===== config.mk =====
export PLATFORM = sky130hd
export DESIGN_NAME = mem_rd_seq_flat
export DESIGN_NICKNAME = d
export VERILOG_FILES = /design/src/rtl/mem_rd_seq_if.sv /design/src/rtl/mem_rd_seq.sv /design/src/flat_wrapper.sv
export SDC_FILE = /design/constraint.sdc
export NUM_CORES = 1
export LEC_CHECK = 0
export BUFFER_PORTS_ARGS = -buffer_cell sky130_fd_sc_hd__buf_2
export CAP_MARGIN = 10
export CORE_UTILIZATION = 50
export DETAILED_ROUTE_END_ITERATION = 12
export GPL_ROUTABILITY_DRIVEN = 0
export PLACE_DENSITY = 0.74
export SLEW_MARGIN = 20
export SYNTH_ARGS = -nofsm -noshare
export SYNTH_HDL_FRONTEND = slang
export SYNTH_SLANG_ARGS = --single-unit

===== constraint.sdc =====
create_clock -name clk -period 3.6 [get_ports clk]
set_clock_uncertainty 0.05 [all_clocks]
set_input_delay 0.18 -clock clk [delete_from_list [all_inputs] [get_ports clk]]
set_output_delay 0.18 -clock clk [all_outputs]
set_load 0.02 [all_outputs]

===== src/rtl/mem_rd_seq_if.sv =====
// Burst-read sequencer bus: request/memory/stream signals bundled for mem_rd_seq.
// slave is the sequencer side, master is the requester/memory/sink side.
interface mem_rd_seq_if #(
  parameter int DATAW = 8,
  parameter int ADDRW = 9
);
  logic             i_start;
  logic [ADDRW-1:0] i_base;
  logic [ADDRW:0]   i_len;
  logic [ADDRW-1:0] o_raddr;
  logic             o_ren;
  logic [DATAW-1:0] i_rdata;
  logic [DATAW-1:0] o_data;
  logic             o_valid;
  logic             i_ready;
  logic             o_busy;
  logic             o_done;

  modport slave (
    input  i_start, i_base, i_len, i_rdata, i_ready,
    output o_raddr, o_ren, o_data, o_valid, o_busy, o_done
  );

  modport master (
    output i_start, i_base, i_len, i_rdata, i_ready,
    input  o_raddr, o_ren, o_data, o_valid, o_busy, o_done
  );
endinterface


===== src/rtl/mem_rd_seq.sv =====
// Burst read sequencer: issues reads to a 1-cycle-latency memory and streams the
// words out through a 2-entry FIFO with valid/ready flow control.
module mem_rd_seq #(
  parameter int DATAW = 8,
  parameter int DEPTH = 512,
  parameter int ADDRW = $clog2(DEPTH)
) (
  input  logic        clk,
  input  logic        rst,
  mem_rd_seq_if.slave bus
);
  typedef enum logic [1:0] {IDLE, RUN, DRAIN} state_t;

  state_t           state, state_nxt;
  logic [ADDRW-1:0] addr_cnt, addr_nxt, raddr_q;
  logic [ADDRW:0]   remain;
  logic             inflight;
  logic [DATAW-1:0] fifo_mem [2];
  logic             wr_ptr, rd_ptr;
  logic [1:0]       count;
  logic [2:0]       occ;
  logic             issue, push, pop, last_pop, zero_start, done_q;

  assign push       = inflight;
  assign pop        = bus.o_valid & bus.i_ready;
  // Occupancy the FIFO will reach once the in-flight word lands, net of this cycle's pop.
  assign occ        = {1'b0, count} + {2'b0, inflight} - {2'b0, pop};
  assign last_pop   = (state == DRAIN) && pop && (count == 2'd1) && !inflight;
  assign zero_start = (state == IDLE) && bus.i_start && (bus.i_len == '0);
  assign addr_nxt   = (addr_cnt == ADDRW'(DEPTH - 1)) ? '0 : addr_cnt + 1'b1;

  always_ff @(posedge clk) begin
    if (!rst) state <= IDLE;
    else      state <= state_nxt;
  end

  always_comb begin
    state_nxt = state;
    case (state)
      IDLE:    if (bus.i_start && bus.i_len != '0) state_nxt = RUN;
      RUN:     if (issue && remain == (ADDRW+1)'(1)) state_nxt = DRAIN;
      DRAIN:   if (last_pop) state_nxt = IDLE;
      default: state_nxt = IDLE;
    endcase
  end

  always_comb begin
    bus.o_busy  = (state != IDLE);
    issue       = (state == RUN) && (remain != '0) && (occ < 3'd2);
    bus.o_ren   = issue;
    bus.o_raddr = issue ? addr_cnt : raddr_q;
    bus.o_valid = (count != 2'd0);
    bus.o_data  = fifo_mem[rd_ptr];
    bus.o_done  = done_q;
  end

  always_ff @(posedge clk) begin
    if (!rst) begin
      addr_cnt <= '0;
      remain   <= '0;
      raddr_q  <= '0;
      inflight <= 1'b0;
      wr_ptr   <= 1'b0;
      rd_ptr   <= 1'b0;
      count    <= 2'd0;
      done_q   <= 1'b0;
    end else begin
      inflight <= issue;
      done_q   <= last_pop | zero_start;
      if (state == IDLE && bus.i_start) begin
        addr_cnt <= bus.i_base;
        remain   <= bus.i_len;
      end else if (issue) begin
        addr_cnt <= addr_nxt;
        remain   <= remain - 1'b1;
        raddr_q  <= addr_cnt;
      end
      if (push) wr_ptr <= ~wr_ptr;
      if (pop)  rd_ptr <= ~rd_ptr;
      count <= count + {1'b0, push} - {1'b0, pop};
    end
  end

  // Storage needs no reset; occupancy alone decides what is valid.
  always_ff @(posedge clk) begin
    if (push) fifo_mem[wr_ptr] <= bus.i_rdata;
  end
endmodule


===== src/flat_wrapper.sv =====
// flat-port wrapper written by rule: the top's interface ports become plain ports
module mem_rd_seq_flat 
#(
  parameter int DATAW = 8,
  parameter int DEPTH = 512,
  parameter int ADDRW = $clog2(DEPTH)
)
  (clk, rst, bus_i_start, bus_i_base, bus_i_len, bus_i_rdata, bus_i_ready, bus_o_raddr, bus_o_ren, bus_o_data, bus_o_valid, bus_o_busy, bus_o_done);
  mem_rd_seq_if #(.DATAW(DATAW), .ADDRW(ADDRW)) bus_i ();
  input  logic clk;
  input  logic rst;
  input wire logic [$bits(bus_i.i_start)-1:0] bus_i_start;
  input wire logic [$bits(bus_i.i_base)-1:0] bus_i_base;
  input wire logic [$bits(bus_i.i_len)-1:0] bus_i_len;
  input wire logic [$bits(bus_i.i_rdata)-1:0] bus_i_rdata;
  input wire logic [$bits(bus_i.i_ready)-1:0] bus_i_ready;
  output wire logic [$bits(bus_i.o_raddr)-1:0] bus_o_raddr;
  output wire logic [$bits(bus_i.o_ren)-1:0] bus_o_ren;
  output wire logic [$bits(bus_i.o_data)-1:0] bus_o_data;
  output wire logic [$bits(bus_i.o_valid)-1:0] bus_o_valid;
  output wire logic [$bits(bus_i.o_busy)-1:0] bus_o_busy;
  output wire logic [$bits(bus_i.o_done)-1:0] bus_o_done;
  assign bus_i.i_start = bus_i_start;
  assign bus_i.i_base = bus_i_base;
  assign bus_i.i_len = bus_i_len;
  assign bus_i.i_rdata = bus_i_rdata;
  assign bus_i.i_ready = bus_i_ready;
  assign bus_o_raddr = bus_i.o_raddr;
  assign bus_o_ren = bus_i.o_ren;
  assign bus_o_data = bus_i.o_data;
  assign bus_o_valid = bus_i.o_valid;
  assign bus_o_busy = bus_i.o_busy;
  assign bus_o_done = bus_i.o_done;
  mem_rd_seq #(.DATAW(DATAW), .DEPTH(DEPTH), .ADDRW(ADDRW)) u_core (.clk(clk), .rst(rst), .bus(bus_i));
endmodule

==> results.json <==
{
  "status": "finished, final reports clean",
  "wire_per_inst_um": 14.0,
  "synth_nets": 283,
  "hold_class": "primary input to flip-flop",
  "post-cts-setup-buffers": 0,
  "arrival_ns": 3.03,
  "synthToLayoutAreaGrowth_pct": 17.1,
  "start_util_pct": 52.5,
  "grtUsageMet3_pct": 4.70,
  "reg2reg_to": "u_core.addr_cnt[3]$_SDFFE_PN0P_",
  "critical_path.max_fanout": 20,
  "cts_root_buf": "clkbuf_8",
  "synth_area_mm2": 0.00250,
  "p_per_area_mw_per_mm2": 580,
  "hold_end": "u_core.fifo_mem[0][7]$_DFFE_PP_",
  "syn_inst": 246,
  "finalSetupViolCount": 0,
  "nFillCells": 430,
  "clk-insertion-delay-late_ns": 0.31,
  "detail-route-antenna-nets": 0,
  "drt_iter0_drc": 78,
  "endpoint_kind": "output pin",
  "fin_crit_ns": 3.26,
  "fp.coreArea_mm2": 0.00475,
  "pre_cts_slack_ns": 0.496,
  "drc": 0,
  "setup_ws_ns": 0.340,
  "grt_max_degree": 25,
  "viasPerCell": 5.40,
  "grt_setup_unrepaired": "no",
  "clock_path_buffers": 2,
  "ios": 52,
  "slew-limit-headroom_pct": 51.7,
  "rr_startpoint": "u_core.count[1]$_SDFF_PN0_",
  "period_share_pct": 90.6,
  "vias": 1978,
  "regArea_mm2": 0.00122,
  "gr-max-usage-layer": "met2",
  "grt_pass1_vias": 1831,
  "rows": 25,
  "drive_gt1_share_pct": 27.8,
  "max_freq_mhz": 307,
  "synth_edf_count": 16,
  "ys_warn_count": 0,
  "ir_drop_uv": 299,
  "final.setup.tns_ns": 0,
  "yosysSeqAreaShare_pct": 48.9,
  "drv_slew": 0,
  "numCtsBuffers": 5,
  "die_y_um": 72.7,
  "synthArstFlopShare_pct": 0,
  "max_cap_viol_count": 0,
  "use_met1_pct": 26.8,
  "cts_sinks": 53,
  "htree_num_levels": 2,
  "hold_viol_final": 0,
  "grt_pass1_wl_mm": 8.57,
  "min_from": "bus_i_rdata[7]",
  "required_ns": 3.37,
  "synth_area_leader_cell": "dfxtp_1",
  "cts_tree": "built",
  "netlist.area_leader.share_pct": 29.7,
  "multi_input_area_mm2": 0.00118,
  "wl_mm": 5.12,
  "syn_avg_cell_area_um2": 10.1,
  "r2r_slack_ns": 0.67,
  "layout_common_cells": "51 x buf_2, 37 x dfxtp_1, 18 x a21oi_1",
  "synthTopCellsByArea": "dfxtp_1 30%, edfxtp_1 19%, mux2_2 7.7%",
  "holdPathStages": 1,
  "ys_ff_latch": 53,
  "crit_type": "flip-flop to output pin",
  "nets": 335,
  "grt_util_met2_pct": 36.7,
  "drt_pass1_iterations": 5,
  "num_antenna_cells": 0,
  "hpwlAfterDp_mm": 3.53,
  "portBuffers": 51,
  "antenna_found_initial": 0,
  "reg2reg_depth": 12,
  "die_x_um": 72.7,
  "power_leakage_nw": 1.17,
  "synthDistinctLibCells": 51,
  "tightest_slew_ns": 0.723,
  "track_usage_pct": 21.4,
  "clk_pin_slew_ns": 0.09,
  "overflow": 0,
  "critPathLaunchType": "flip-flop",
  "ys.flop_type": "dfxtp_1",
  "layout_commonest_cell": "buf_2",
  "dieArea_mm2": 0.00528
}
kinds of logic after synthesis:
kind of cell    count (synthesis)  share of synthesized area [%]
compound gates                 49                           12.3
xor+xnor                        7                           2.46
fa+ha+maj                       6                           3.31
buf+inv                        20                           3.81
flops                          53                           48.9
mux                            18                           8.07
simple gates                   93                           21.1
cell usage after synthesis, types with 7 or more instances:
| cell | number |
|---|---|
| dfxtp_1 | 37 |
| a21oi_1 | 18 |
| mux2_2 | 17 |
| nor2_1 | 17 |
| edfxtp_1 | 16 |
| nand2_1 | 16 |
| and2_1 | 13 |
| nand3_1 | 12 |
| clkbuf_1 | 8 |
| a31oi_1 | 7 |
| nor4_1 | 7 |
| o21ai_0 | 7 |
through the flow:
step | std cells | utilization (%) | area, um^2 | hold WS, ns | total power, mW
4_1_cts | 361 | 60.4 | 2870 | 0.00148 | 1.70
6_report | 366 | 61.5 | 2920 | 0.0117 | 1.70
2_1_floorplan | 246 | - | 2500 | 0.229 | 1.23
3_5_place_dp | 353 | 58.6 | 2780 | 0.324 | 1.37
3_3_place_gp | 353 | 58.6 | 2780 | 0.319 | 1.36
5_1_grt | 366 | 61.5 | 2920 | 0.000434 | 1.80
area by class of cell:
class,count,share of cell area [%]
Timing Repair Buffer,58,11.0
Sequential cell,53,41.8
Tap cell,67,2.87
Clock inverter,2,0.513
Clock buffer,6,2.48
Inverter,7,0.984
Multi-Input combinational cell,173,40.4
state kept, by name, indices dropped and copies added (netlist names), named ones only:
register,cells
u_core.addr_cnt,9
u_core.bus.o_done,1
u_core.count,2
u_core.fifo_mem,16
u_core.inflight,1
u_core.raddr_q,9
u_core.rd_ptr,1
u_core.remain,10
u_core.state,2
u_core.wr_ptr,1
power by group:
part	switching, mW	leakage [nW]	total [mW]	internal [mW]
registers	0.0772	0.447	0.781	0.704
clock network	0.194	0.0374	0.332	0.137
logic	0.330	0.682	0.583	0.253
total	0.602	1.17	1.70	1.09
layer usage:
| layer | vias to the layer above | share of wire [%] |
|---|---|---|
| met5 | - | 0 |
| met4 | 0 | 1.3 |
| met3 | 6 | 4.8 |
| met2 | 51 | 48 |
| met1 | 929 | 46 |
| li1 | 992 | - |
worst max-delay path, cell delays in order (launching register included):
cell and delay [ns]:
dfxtp_1 0.36, or2_2 0.31, nand2_1 0.13, xnor2_1 0.14
ha_1 0.17, inv_1 0.05, fa_1 0.38, xnor2_1 0.20
nand3_1 0.13, or2_4 0.38, mux2_2 0.31, buf_2 0.16
worst max path at each step:
stage,startpoint,endpoint,cells past startpoint
finish,u_core.count[1]$_SDFF_PN0_,bus_o_raddr[0],11
global route,u_core.count[1]$_SDFF_PN0_,bus_o_raddr[8],11
CTS,u_core.count[1]$_SDFF_PN0_,bus_o_raddr[0],11
detailed placement,u_core.count[1]$_SDFF_PN0_,bus_o_raddr[0],11
global placement,u_core.count[1]$_SDFF_PN0_,bus_o_raddr[0],11
floorplan,u_core.count[1]$_SDFF_PN0_,u_core.raddr_q[0]$_SDFFE_PN0N_,12
repair_timing:
action	4_1_cts	5_1_grt
endpoints found under the setup margin	0	9
hold buffers	0	5
gates resized for setup	0	1
endpoints found under the hold margin	0	10
Note: power is estimated with default switching activity, not from simulation.
